File: src/rtl/dual_issue_ctrl_pkg.sv
// Shared types and constants for the dual-issue controller.
// `D_WIDTH sizes the optional perf counters (enabled by DUAL_ISSUE_PERF_EN).
`ifndef D_WIDTH
`define D_WIDTH 8
`endif

package dual_issue_ctrl_pkg;
  localparam int RA_W_DEF  = 5;
  localparam int NUM_SLOTS = 2;

  typedef enum logic {
    ST_PAIR  = 1'b0,
    ST_SPLIT = 1'b1
  } state_e;

  typedef struct packed {
    logic stall_f;
    logic stall1;
    logic stall2;
    logic flush1;
    logic flush2;
    logic flush_e;
    logic issue1;
    logic issue2;
  } ctrl_t;
endpackage

File: src/rtl/dual_hazard_det.sv
// Combinational hazard detection for the decode pair: intra-pair raw/waw/mem
// conflicts and load-use against the two EX slots.
module dual_hazard_det
  import dual_issue_ctrl_pkg::*;
#(
  parameter int              RA_W     = RA_W_DEF,
  parameter logic [RA_W-1:0] ZERO_REG = '0
) (
  input  logic [NUM_SLOTS-1:0]           valid,
  input  logic [NUM_SLOTS-1:0]           reg_write,
  input  logic [NUM_SLOTS-1:0]           mem,
  input  logic [NUM_SLOTS-1:0][RA_W-1:0] rs1,
  input  logic [NUM_SLOTS-1:0][RA_W-1:0] rs2,
  input  logic [NUM_SLOTS-1:0][RA_W-1:0] rd,
  input  logic [NUM_SLOTS-1:0]           mem_read_e,
  input  logic [NUM_SLOTS-1:0][RA_W-1:0] rd_e,
  input  logic                           in_split,
  output logic                           raw,
  output logic                           waw,
  output logic                           mem2,
  output logic                           lu
);
  logic                 both;
  logic [NUM_SLOTS-1:0] lu_slot;

  // Intra-pair hazards only exist when both slots hold real instructions.
  assign both = valid[0] & valid[1];
  assign raw  = both & reg_write[0] & (rd[0] != ZERO_REG) &
                ((rd[0] == rs1[1]) | (rd[0] == rs2[1]));
  assign waw  = both & reg_write[0] & reg_write[1] & (rd[0] != ZERO_REG) &
                (rd[0] == rd[1]);
  assign mem2 = both & mem[0] & mem[1];

  for (genvar s = 0; s < NUM_SLOTS; s++) begin : g_slot
    logic [NUM_SLOTS-1:0] hit;
    for (genvar e = 0; e < NUM_SLOTS; e++) begin : g_ex
      assign hit[e] = mem_read_e[e] & (rd_e[e] != ZERO_REG) &
                      ((rd_e[e] == rs1[s]) | (rd_e[e] == rs2[s]));
    end
    assign lu_slot[s] = valid[s] & (|hit);
  end

  // Slot 1 has already issued while SPLIT, so only the held slot 2 matters.
  assign lu = lu_slot[1] | (lu_slot[0] & ~in_split);
endmodule

File: src/rtl/dual_issue_ctrl.sv
// Issue/hazard controller for the two-slot decode register: pair, split, stall or redirect.
// Define DUAL_ISSUE_PERF_EN to add saturating split / load-use counters.
module dual_issue_ctrl
  import dual_issue_ctrl_pkg::*;
#(
  parameter int              RA_W     = RA_W_DEF,
  parameter logic [RA_W-1:0] ZERO_REG = '0
) (
  input  logic            clk,
  input  logic            rst_n,
  input  logic            i_Valid1D,
  input  logic            i_Valid2D,
  input  logic [RA_W-1:0] i_Rs1_1,
  input  logic [RA_W-1:0] i_Rs2_1,
  input  logic [RA_W-1:0] i_Rd_1,
  input  logic            i_RegWrite1,
  input  logic            i_Mem1,
  input  logic            i_Br1,
  input  logic [RA_W-1:0] i_Rs1_2,
  input  logic [RA_W-1:0] i_Rs2_2,
  input  logic [RA_W-1:0] i_Rd_2,
  input  logic            i_RegWrite2,
  input  logic            i_Mem2,
  input  logic            i_Br2,
  input  logic            i_MemReadE1,
  input  logic            i_MemReadE2,
  input  logic [RA_W-1:0] i_RdE1,
  input  logic [RA_W-1:0] i_RdE2,
  input  logic            i_BranchTakenE,
  output logic            o_StallF,
  output logic            o_Stall1D,
  output logic            o_Stall2D,
  output logic            o_Flush1D,
  output logic            o_Flush2D,
  output logic            o_FlushE,
  output logic            o_Issue1,
  output logic            o_Issue2,
  output logic            o_State
`ifdef DUAL_ISSUE_PERF_EN
  ,
  output logic [`D_WIDTH-1:0] o_SplitCnt,
  output logic [`D_WIDTH-1:0] o_LuCnt
`endif
);
  state_e state, state_nxt;
  ctrl_t  ctrl;
  logic   raw, waw, mem2, lu, split;
  logic   br1_unused;

  dual_hazard_det #(.RA_W(RA_W), .ZERO_REG(ZERO_REG)) u_haz (
    .valid      ({i_Valid2D,   i_Valid1D}),
    .reg_write  ({i_RegWrite2, i_RegWrite1}),
    .mem        ({i_Mem2,      i_Mem1}),
    .rs1        ({i_Rs1_2,     i_Rs1_1}),
    .rs2        ({i_Rs2_2,     i_Rs2_1}),
    .rd         ({i_Rd_2,      i_Rd_1}),
    .mem_read_e ({i_MemReadE2, i_MemReadE1}),
    .rd_e       ({i_RdE2,      i_RdE1}),
    .in_split   (state == ST_SPLIT),
    .raw        (raw),
    .waw        (waw),
    .mem2       (mem2),
    .lu         (lu)
  );

  // A branch in slot 1 must resolve before its neighbour; a slot-2 branch is harmless.
  assign split      = raw | waw | mem2 | (i_Valid1D & i_Valid2D & i_Br1);
  assign br1_unused = i_Br2;

  always_ff @(posedge clk or negedge rst_n) begin
    if (!rst_n) state <= ST_PAIR;
    else        state <= state_nxt;
  end

  always_comb begin
    state_nxt = state;
    if (i_BranchTakenE)                  state_nxt = ST_PAIR;
    else if (lu)                         state_nxt = state;
    else if (state == ST_PAIR && split)  state_nxt = ST_SPLIT;
    else if (state == ST_SPLIT)          state_nxt = ST_PAIR;
  end

  always_comb begin
    ctrl = '0;
    if (i_BranchTakenE) begin
      ctrl.flush1 = 1'b1;
      ctrl.flush2 = 1'b1;
    end else if (lu) begin
      ctrl.stall_f = 1'b1;
      ctrl.stall1  = 1'b1;
      ctrl.stall2  = 1'b1;
      ctrl.flush_e = 1'b1;
    end else if (state == ST_PAIR && split) begin
      // Slot 1 goes now; slot 2 is held and re-presented next cycle.
      ctrl.issue1  = 1'b1;
      ctrl.flush1  = 1'b1;
      ctrl.stall2  = 1'b1;
      ctrl.stall_f = 1'b1;
    end else if (state == ST_PAIR) begin
      ctrl.issue1 = i_Valid1D;
      ctrl.issue2 = i_Valid2D;
    end else begin
      ctrl.issue2 = i_Valid2D;
    end
  end

  assign o_StallF  = ctrl.stall_f;
  assign o_Stall1D = ctrl.stall1;
  assign o_Stall2D = ctrl.stall2;
  assign o_Flush1D = ctrl.flush1;
  assign o_Flush2D = ctrl.flush2;
  assign o_FlushE  = ctrl.flush_e;
  assign o_Issue1  = ctrl.issue1;
  assign o_Issue2  = ctrl.issue2;
  assign o_State   = state;

`ifdef DUAL_ISSUE_PERF_EN
  localparam logic [`D_WIDTH-1:0] CNT_ONE = 1;
  logic [`D_WIDTH-1:0] split_cnt, lu_cnt;

  always_ff @(posedge clk or negedge rst_n) begin
    if (!rst_n) begin
      split_cnt <= '0;
      lu_cnt    <= '0;
    end else begin
      if (state == ST_PAIR && state_nxt == ST_SPLIT && !(&split_cnt))
        split_cnt <= split_cnt + CNT_ONE;
      if (!i_BranchTakenE && lu && !(&lu_cnt))
        lu_cnt <= lu_cnt + CNT_ONE;
    end
  end

  assign o_SplitCnt = split_cnt;
  assign o_LuCnt    = lu_cnt;
`endif
endmodule

File: config.mk
export PLATFORM = sky130hd
export DESIGN_NAME = dual_issue_ctrl
export DESIGN_NICKNAME = d
export VERILOG_FILES = /design/src/rtl/dual_issue_ctrl_pkg.sv /design/src/rtl/dual_hazard_det.sv /design/src/rtl/dual_issue_ctrl.sv
export SDC_FILE = /design/constraint.sdc
export NUM_CORES = 1
export LEC_CHECK = 0
export ABC_AREA = 1
export ABC_CLOCK_PERIOD_IN_PS = 1900
export CORE_AREA = 2 2 62 64
export DETAILED_ROUTE_END_ITERATION = 12
export DIE_AREA = 0 0 64 66
export DONT_BUFFER_PORTS = 1
export GPL_TIMING_DRIVEN = 0
export REMOVE_ABC_BUFFERS = 1
export SLEW_MARGIN = 20
export SYNTH_ARGS = -nofsm -noshare
export SYNTH_HDL_FRONTEND = slang
export SYNTH_SLANG_ARGS = --single-unit
File: constraint.sdc
create_clock -name clk -period 1.9 [get_ports clk]
set_clock_uncertainty 0.2 [all_clocks]
set_input_delay 0.38 -clock clk [delete_from_list [all_inputs] [get_ports clk]]
set_output_delay 0.38 -clock clk [all_outputs]
set_load 0.02 [all_outputs]
# Word level (Yosys, flattened, before mapping)
# Cells that the tools add are included.
[totals]
elab_cells = 64
input_bits = 53
ff_bits = 1
output_inout_bits = 9
[op_classes]
bitwise_logic = 29
eq_ne = 12
n_reduce_logical = 6
mux = 16
[op_table]
columns = ["op", "count"]
rows = [
  ["5-bit == test", 11],
  ["1-bit bitwise AND", 19],
  ["5-bit nonzero test", 3],
  ["1-bit two-way mux", 12],
  ["1-bit OR", 9],
  ["3-bit two-way mux", 2],
  ["2-bit two-way mux", 2],
  ["2-bit OR reduction", 2],
  ["2-bit != test, second input constant", 1],
  ["1-bit logical AND", 1],
  ["1-bit NOT", 1],
]

# Depth between registers and ports, before layout
# Gate-level depths: netlist of run 1.
[depth]
word_depth = 12
ltp_mapped = 14
ltp_nobuf = 13

# Modules after synthesis
# A second synthesis of run 1 with hierarchy kept.
[unflattened]
hier_cells = 233
area_unflattened_um2 = 1101.1
[by_module_without_submodules]
columns = ["mod", "n_inst", "area_per_inst_um2", "cells_each", "seq_area_each_um2"]
rows = [
  ["dual_hazard_det", 1, 940.9, 209, 0.0],
  ["dual_issue_ctrl", 1, 160.2, 24, 25.0],
]

# Least setup slack after synthesis of run 1
# Ideal clock, no wire load.
[synth_timing]
path_type = "input-to-output"
from = "input port i_RdE1[4]"
to = "output port o_StallF"
required_time_ns = 1.320
slack_ns = -0.240
arrival_ns = 1.560
path_buffers = 2
stages = 11
path_cell_list = "buf_2 -> xnor2_1 -> nand3_1 -> nand2_1 -> nand2_1 -> nand2_1 -> nand2_2 -> nand2_4 -> nand2_4 -> o21ai_1 -> buf_4"
[synth_between]
elab_chain_cells = 9
word_cells_on_any_way = 18
classes_between = "eq/ne (4); mux (2); bitwise (9); reduce/logical (3)"
[synth_lines]
columns = ["item", "line", "text"]
rows = [
  ["from (decl)", "dual_issue_ctrl.sv:27", "input logic [RA_W-1:0] i_RdE1,"],
  ["5-bit == test or 5-bit nonzero test (tied branches)", "dual_hazard_det.sv:38, dual_hazard_det.sv:37", ""],
  ["1-bit OR or 1-bit bitwise AND (tied branches)", "dual_hazard_det.sv:38, dual_hazard_det.sv:37", ""],
  ["1-bit bitwise AND", "dual_hazard_det.sv:37", "assign hit[e] = mem_read_e[e] & (rd_e[e] != ZERO_REG) &"],
  ["2-bit OR reduction", "dual_hazard_det.sv:40", "assign lu_slot[s] = valid[s] & (|hit);"],
  ["1-bit bitwise AND", "dual_hazard_det.sv:40", ""],
  ["1-bit bitwise AND", "dual_hazard_det.sv:44", "assign lu = lu_slot[1] | (lu_slot[0] & ~in_split);"],
  ["1-bit OR (*)", "dual_hazard_det.sv:44", ""],
  ["1-bit two-way mux (*)", "dual_issue_ctrl.sv:88", "end else if (lu) begin"],
  ["3-bit two-way mux (*)", "dual_issue_ctrl.sv:85", "if (i_BranchTakenE) begin"],
  ["to (decl)", "dual_issue_ctrl.sv:30", "output logic o_StallF,"],
]
# Mark *: on every way between the ends. The rest lies on a longest branch, timed or not.

# Final worst setup path of run 1
[layout_timing]
from = "input port i_Rd_1[1]"
to = "output port o_Stall2D"
[layout_between]
elab_chain_cells = 10
word_cells_on_any_way = 16
classes_between = "eq/ne (3); mux (3); bitwise (8); reduce/logical (2)"
[layout_lines]
columns = ["item", "line", "text"]
rows = [
  ["from (decl)", "dual_issue_ctrl.sv:15", "input logic [RA_W-1:0] i_Rd_1,"],
  ["5-bit == test or 5-bit nonzero test (tied branches)", "dual_hazard_det.sv:29, dual_hazard_det.sv:28, dual_hazard_det.sv:30", ""],
  ["1-bit OR (tied with other cells)", "dual_hazard_det.sv:29", "((rd[0] == rs1[1]) | (rd[0] == rs2[1]));"],
  ["1-bit bitwise AND (on tied branches)", "dual_hazard_det.sv:28, dual_hazard_det.sv:30", ""],
  ["1-bit OR (*) (3 in a row)", "dual_issue_ctrl.sv:67", "assign split = raw | waw | mem2 | (i_Valid1D & i_Valid2D & i_Br1);"],
  ["1-bit logical AND (*)", "dual_issue_ctrl.sv:93", "end else if (state == ST_PAIR && split) begin"],
  ["2-bit two-way mux (*)", "dual_issue_ctrl.sv:93", ""],
  ["1-bit two-way mux (*)", "dual_issue_ctrl.sv:88", ""],
  ["3-bit two-way mux (*)", "dual_issue_ctrl.sv:85", ""],
  ["to (decl)", "dual_issue_ctrl.sv:32", "output logic o_Stall2D,"],
]
# Marked as above.

==> metrics.md, run 1 <==
| Metric | Value |
|---|---|
| Status | finished, violations left |
| Failing checks | setup timing |
| Global-route wire length before repair | 5180 um |
| Hold Startpoint | i_BranchTakenE |
| Final std cells w/o fill | 296 |
| Vias in the first global route | 1243 |
| Combinational family with the most area after synthesis | simple AND/OR/NAND/NOR gates |
| Reg-to-Reg End | o_State |
| Total of max-cap violations | 0 |
| Period Utilization, post-route | 103% |
| Main flop type after synthesis | dfrtp_1 |
| Final hold slack | 0.352 ns |
| Grt peak-use layer | met2 |
| Skew-Pair Late Insertion Delay | 0 ns |
| Post-Place Cells | 295 |
| Post-Syn Area | 1130 um^2 |
| R2R setup slack | 0.47 ns |
| Cell Pwr Density | 200 nW/um^2 |
| Final worst slack | -0.0508 ns |
| Post-Synth Adder-Cell Area | 0% |
| Measured slew at the worst slew-check pin | 0.321 ns |
| Hpwl dp | 2720 um |
| Flops & latches, synth | 1 |
| Nets | 303 |
| Met1 Use GR | 18.6% |
| F_max | 0.513 GHz |
| Maximum vdd drop | 56.0 uV |
| Starting Density | 32.0% |
| WP data arrival | 1.37 ns |
| Startpoint types | input port |
| Number of synthesized flops with an enable pin | 0 |
| Core Area | 3550 um^2 |
| Critical path data required time | 1.32 ns |
| Post-synth top area cell | nand2_1 |
| First-iteration detailed-routing DRC count | 46 |
| Top-area cell type share of the netlist area | 42.3% |
| Area fraction in compound gates after synthesis | 2.21% |
| Min cycle time layout | 1.95 ns |
| Final hold violation count | 0 |
| Post-Synth Simple-Gate Area | 65.2% |
| Crit end category | output port |
| Cells after Synth | 252 |
| Area growth syn-to-layout | 20.9% |
| Avg Vias per Cell | 4.49 |
| Count leader, synth | nand2_1 |
| RSZ-0062 raised after global routing | true |
| PortBufs | 0 |
| Met3 Use GR | 3.92% |
| Critical R2R Launch | o_State |
| Multiplexer area fraction after synthesis | 0% |
| Top cells by count, synth | nand2_1, inv_1, nor2_1, nand3_1, xnor2_1 |
| DRT Pass-1 Iters | 4 |
| Max-slew headroom | 78.5% |
| Die Span Y | 66 um |
| Via Count | 1329 |
| Critical-path maximum fanout | 5 |
| Xor/xnor share of the synthesized area | 13.1% |
| Setup TNS | -0.182 ns |
| Top Ports | 62 |
| Layout cell share with drive strength beyond 1 | 23.4% |
| Post-Route WL | 3180 um |
| # rows | 22 |
| Hold EP | o_State |
| Avg WL per Cell | 10.7 um |
| Number of flip-flops in the largest register | 1 |
| Reg2Reg Depth | 8 |
| Initial antenna violation count | 0 |
| Worst hold path depth | 3 |
| Asr flop ratio synth | 100% |
| Slew Viols, Final | 0 |
| Overall power | 0.274 mW |
| Die area | 4220 um^2 |
| Gpl congestion | 0.843 |
| Lkg Pwr | 0.790 nW |
| Total gr overflow | 0 |
| Synth warn | 0 |
| Drt drc | 0 |
| CP Class | in -> out |
| Clock edge transition at the registers on the reported setup and hold paths | 0 ns |
| Top area cells in the synthesized netlist | nand2_1, inv_1, xnor2_1 |
| Die width | 64 um |
| Worst hold path class | in -> reg |
| Met2 Usage GRT | 25.8% |
| Final setup vio count | 6 |
| Tot GR Track Use | 14.7% |
| Sequential element share of the synthesized area | 2.21% |
| Diodes inserted | 0 |
| Largest net degree at the start of global routing | 7 |
| Yosys cell types | 20 |
| Postcts setup bufs | 0 |
| Antenna Violating Nets Remaining | 0 |
| Syn_area_per_cell | 4.50 um^2 |
where the power goes:
group          internal [mW]  total [mW]  switching (mW)
clock network              0           0               0
registers             0.0226      0.0247         0.00202
logic                  0.109       0.249           0.141
worst max-delay path, stage by stage:
cell,delay (ns)
clkinvlp_4,0.09
nand2_1,0.07
nand2_1,0.05
nor2_1,0.10
nand3_1,0.08
nand2_1,0.08
nand2_1,0.04
nand3_1,0.07
nand2_2,0.10
o21ai_4,0.30
worst max path at each step:
stage | cells past startpoint | end | startpoint
after floorplan | 8 | o_Stall2D | i_Rd_1[1]
after global routing | 10 | o_Stall2D | i_Rd_1[1]
after global placement | 8 | o_Stall2D | i_Rd_1[1]
after detailed placement | 8 | o_Stall2D | i_Rd_1[1]
final | 10 | o_Stall2D | i_Rd_1[1]
after CTS | 8 | o_Stall2D | i_Rd_1[1]
per-stage QoR:
step / cell area [um^2] / utilization [%] / worst slack, ns
floorplan: 1100 / - / -0.214
global placement: 1160 / 32.6 / -0.357
detailed placement: 1160 / 32.6 / -0.362
CTS: 1220 / 34.2 / -0.0800
global route: 1370 / 38.7 / -0.147
finish: 1370 / 38.7 / -0.0508
area by class of cell:
| cell class | count | area, um^2 |
|---|---|---|
| fill | 413 | 2180 |
| inverter | 42 | 245 |
| sequential | 1 | 25.0 |
| multi-input combinational | 204 | 1030 |
| timing repair buffer | 1 | 10.0 |
| tap | 48 | 60.1 |
placed cells by master (no fill, tap or decap), types with 3 or more instances in the layout:
cell	count
nand4_1	4
xnor2_1	12
nand2_2	16
inv_4	4
nand3_1	16
nand2_4	3
inv_1	21
xor2_1	4
inv_2	10
nand2_1	113
nor2_2	11
nor2_1	14
per-layer routing:
layer | share of wire (%) | up-vias | routed length (um)
li1 | - | 737 | -
met1 | 41 | 552 | 1300
met2 | 49 | 36 | 1560
met3 | 9.0 | 4 | 286
met4 | 1.2 | 0 | 37
met5 | 0 | - | 0
cell families (layout without fill, tap and decap cells):
group / count (synthesis) / after routing
flip-flops: 1 / 1
XOR/XNOR: 17 / 17
buffers and inverters: 47 / 43
AO/OA/AOI/OAI: 5 / 5
AND/OR/NAND/NOR: 182 / 182
repair_timing:
action,4_1_cts,5_1_grt
hold buffers,1,0
pin swaps,5,37
endpoints found under the hold margin,1,0
setup endpoints to repair,7,7
resized for setup,15,61
Power figures use the tool's default switching activity.
==> run 2: changes to the inputs <==
--- a/config.mk
+++ b/config.mk
@@ -12,6 +12,7 @@
 export DIE_AREA = 0 0 64 66
 export DONT_BUFFER_PORTS = 1
 export GPL_TIMING_DRIVEN = 0
+export MAX_ROUTING_LAYER = met4
 export REMOVE_ABC_BUFFERS = 1
 export SLEW_MARGIN = 20
 export SYNTH_ARGS = -nofsm -noshare
==> run 2 against run 1 <==
  * Maximum frequency hardly changed
  * First-iteration DRC count is 8.7% higher
  * Largest cell class unchanged
  * Combinational power hardly changed
  * Cell area stayed put
  * The flow still finishes with violations (setup timing)
  * Via count is 0.53% higher
  * Critical path type unchanged
==> metrics.md, run 2 (synthesized netlist as in run 1, its figures left out) <==
| Metric | Value |
|---|---|
| Slew Viols, Final | 0 (unchanged) |
| Drt drc | 0 (unchanged) |
| Vias in the first global route | 1242 (-0.080%) |
| Delay-heaviest family, CP | simple AND/OR/NAND/NOR gates |
| Crit. Startpoint | i_Rd_1[1] |
| Starting Density | 32.0% (unchanged) |
| PortBufs | 0 (unchanged) |
| Layout cell share with drive strength beyond 1 | 23.4% (unchanged) |
| Critical-path maximum fanout | 5 (unchanged) |
| Initial antenna violation count | 0 (unchanged) |
| Postcts setup bufs | 0 (unchanged) |
| # rows | 22 (unchanged) |
| Worst hold path class | in -> reg |
| DRT Pass-1 Iters | 5 (+1) |
| Total of max-cap violations | 0 (unchanged) |
| Final setup vio count | 6 (unchanged) |
| RSZ-0062 raised after global routing | true |
| Reg-to-Reg End | o_State |
| CP bufs+invs | 1 (unchanged) |
| Final hold violation count | 0 (unchanged) |
| CP peak stage delay | 0.30 ns (about the same) |
| Max-slew headroom | 78.5% (unchanged) |
| Min cycle time layout | 1.95 ns (+0.000134 ns) |
| First-iteration detailed-routing DRC count | 50 (+8.7%) |
| Diodes inserted | 0 (unchanged) |
| Filler instances | 413 (unchanged) |
| Maximum vdd drop | 56.1 uV (+0.13%) |
| Reg2Reg Depth | 8 (unchanged) |
| Post-place setup slack | -0.362 ns (unchanged) |
| Top Ports | 62 (unchanged) |
| Final hold slack | 0.352 ns (-0.00000100 ns) |
| Avg WL per Cell | 10.8 um (about the same) |
| R2R setup slack | 0.47 ns (about the same) |
| Via Count | 1336 (+0.53%) |
| Failing checks | setup timing |
| Nets | 303 (unchanged) |
| Crit end category | output port |
| Post-Route WL | 3180 um (about the same) |
| Number of flip-flops in the largest register | 1 (unchanged) |
| Largest net degree at the start of global routing | 7 (unchanged) |
| Number of cells on the critical path | 10 (unchanged) |
| Skew-Pair Late Insertion Delay | 0 ns (unchanged) |
| Antenna Violating Nets Remaining | 0 (unchanged) |
| Die width | 64 um (unchanged) |
| Critical R2R Launch | o_State |
| Hold EP | o_State |
| Total gr overflow | 0 (unchanged) |
| Most frequent cells in the layout | nand2_1, inv_1, nand3_1, nand2_2, nor2_1 |
| Final worst slack | -0.0510 ns (-0.000134 ns) |
| Area growth syn-to-layout | 20.9% (unchanged) |
| Core Area | 3550 um^2 (unchanged) |
| Lkg Pwr | 0.790 nW (unchanged) |
| Die area | 4220 um^2 (unchanged) |
| Period Utilization, post-route | 103% (about the same) |
| Die Span Y | 66 um (unchanged) |
| F_max | 0.513 GHz (about the same) |
| Hold Startpoint | i_BranchTakenE |
| Status | finished, violations left |
| Startpoint types | input port |
| Slowest stage cell, crit path | o21ai_4 |
| Critical path data required time | 1.32 ns (about the same) |
| Cell Pwr Density | 200 nW/um^2 (about the same) |
| Clock edge transition at the registers on the reported setup and hold paths | 0 ns (unchanged) |
| Most common cell after layout, fill and taps aside | nand2_1 |
| Worst hold path depth | 3 (unchanged) |
| CP most frequent cell | nand2_1 |
| Avg Vias per Cell | 4.51 (+0.53%) |
| Global-route wire length before repair | 5180 um (unchanged) |
| WP data arrival | 1.37 ns (about the same) |
| Gpl congestion | 0.856 (+1.6%) |
| Worst path cell trace | clkinvlp_4, nand2_1, nand2_1, nor2_1, nand3_1, nand2_1, nand2_1, nand3_1, nand2_2, o21ai_4 |
| Tot GR Track Use | 15.1% (+0.39 points) |
| CP Class | in -> out |
| Measured slew at the worst slew-check pin | 0.321 ns (+0.000000238 ns) |
| Hpwl dp | 2720 um (unchanged) |
==> run 2: cell counts in the layout (fill, tap and decap cells not counted) <==
Identical to the previous run, type by type.
==> run 2: how the worst max path moves through the flow <==
| stage | to |
|---|---|
| finish | o_Stall2D |
| global route | o_Stall2D |
| CTS | o_Stall2D |
| detailed placement | o_Stall2D |
| global placement | o_Stall2D |
| floorplan | o_Stall2D |
==> run 2: report_power, final <==
part	switching, mW	internal (mW)
registers	0.00202	0.0226
logic	0.141	0.109
clock network	0	0
total	0.143	0.131
==> run 2: worst reg2reg max path, stage by stage, from the launching register on <==
cell and delay [ns]:
dfrtp_1 0.44, inv_1 0.12, nand2_1 0.10, inv_1 0.08, nand2_2 0.07, nand2_4 0.10, nand2_4 0.08, nand2_1 0.06
nand2_1 0.05
==> run 2: metrics by stage <==
step | setup TNS (ns) | power [mW] | instances | area, um^2 | util, %
floorplan | -0.538 | 0.201 | 247 | 1100 | -
global placement | -1.41 | 0.227 | 295 | 1160 | 32.6
detailed placement | -1.42 | 0.231 | 295 | 1160 | 32.6
CTS | -0.264 | 0.247 | 296 | 1220 | 34.2
global route | -0.870 | 0.312 | 296 | 1370 | 38.7
finish | -0.181 | 0.274 | 296 | 1370 | 38.7
==> run 2: final cells by class <==
cell class	count	area, um^2	area share, %
multi-input cells	204	1030	75.2
repair buffers	1	10.0	0.729
flip-flops and latches	1	25.0	1.82
well taps	48	60.1	4.38
inverters	42	245	17.9
==> run 2: layer usage <==
metal / share of wire (%) / global-route usage, % / wire [um]
met5: 0 / - / 0
met4: 1.2 / 1.63 / 37
met3: 8.9 / 3.75 / 282
met2: 49 / 25.8 / 1560
met1: 41 / 18.7 / 1300
==> run 2: timing repair <==
item                                    in CTS  in global routing
hold endpoints to repair                     1                  0
resized for setup                           15                 61
pin swaps                                    5                 37
endpoints found under the setup margin       7                  7
cloned                                       0                  0
hold buffers                                 1                  0
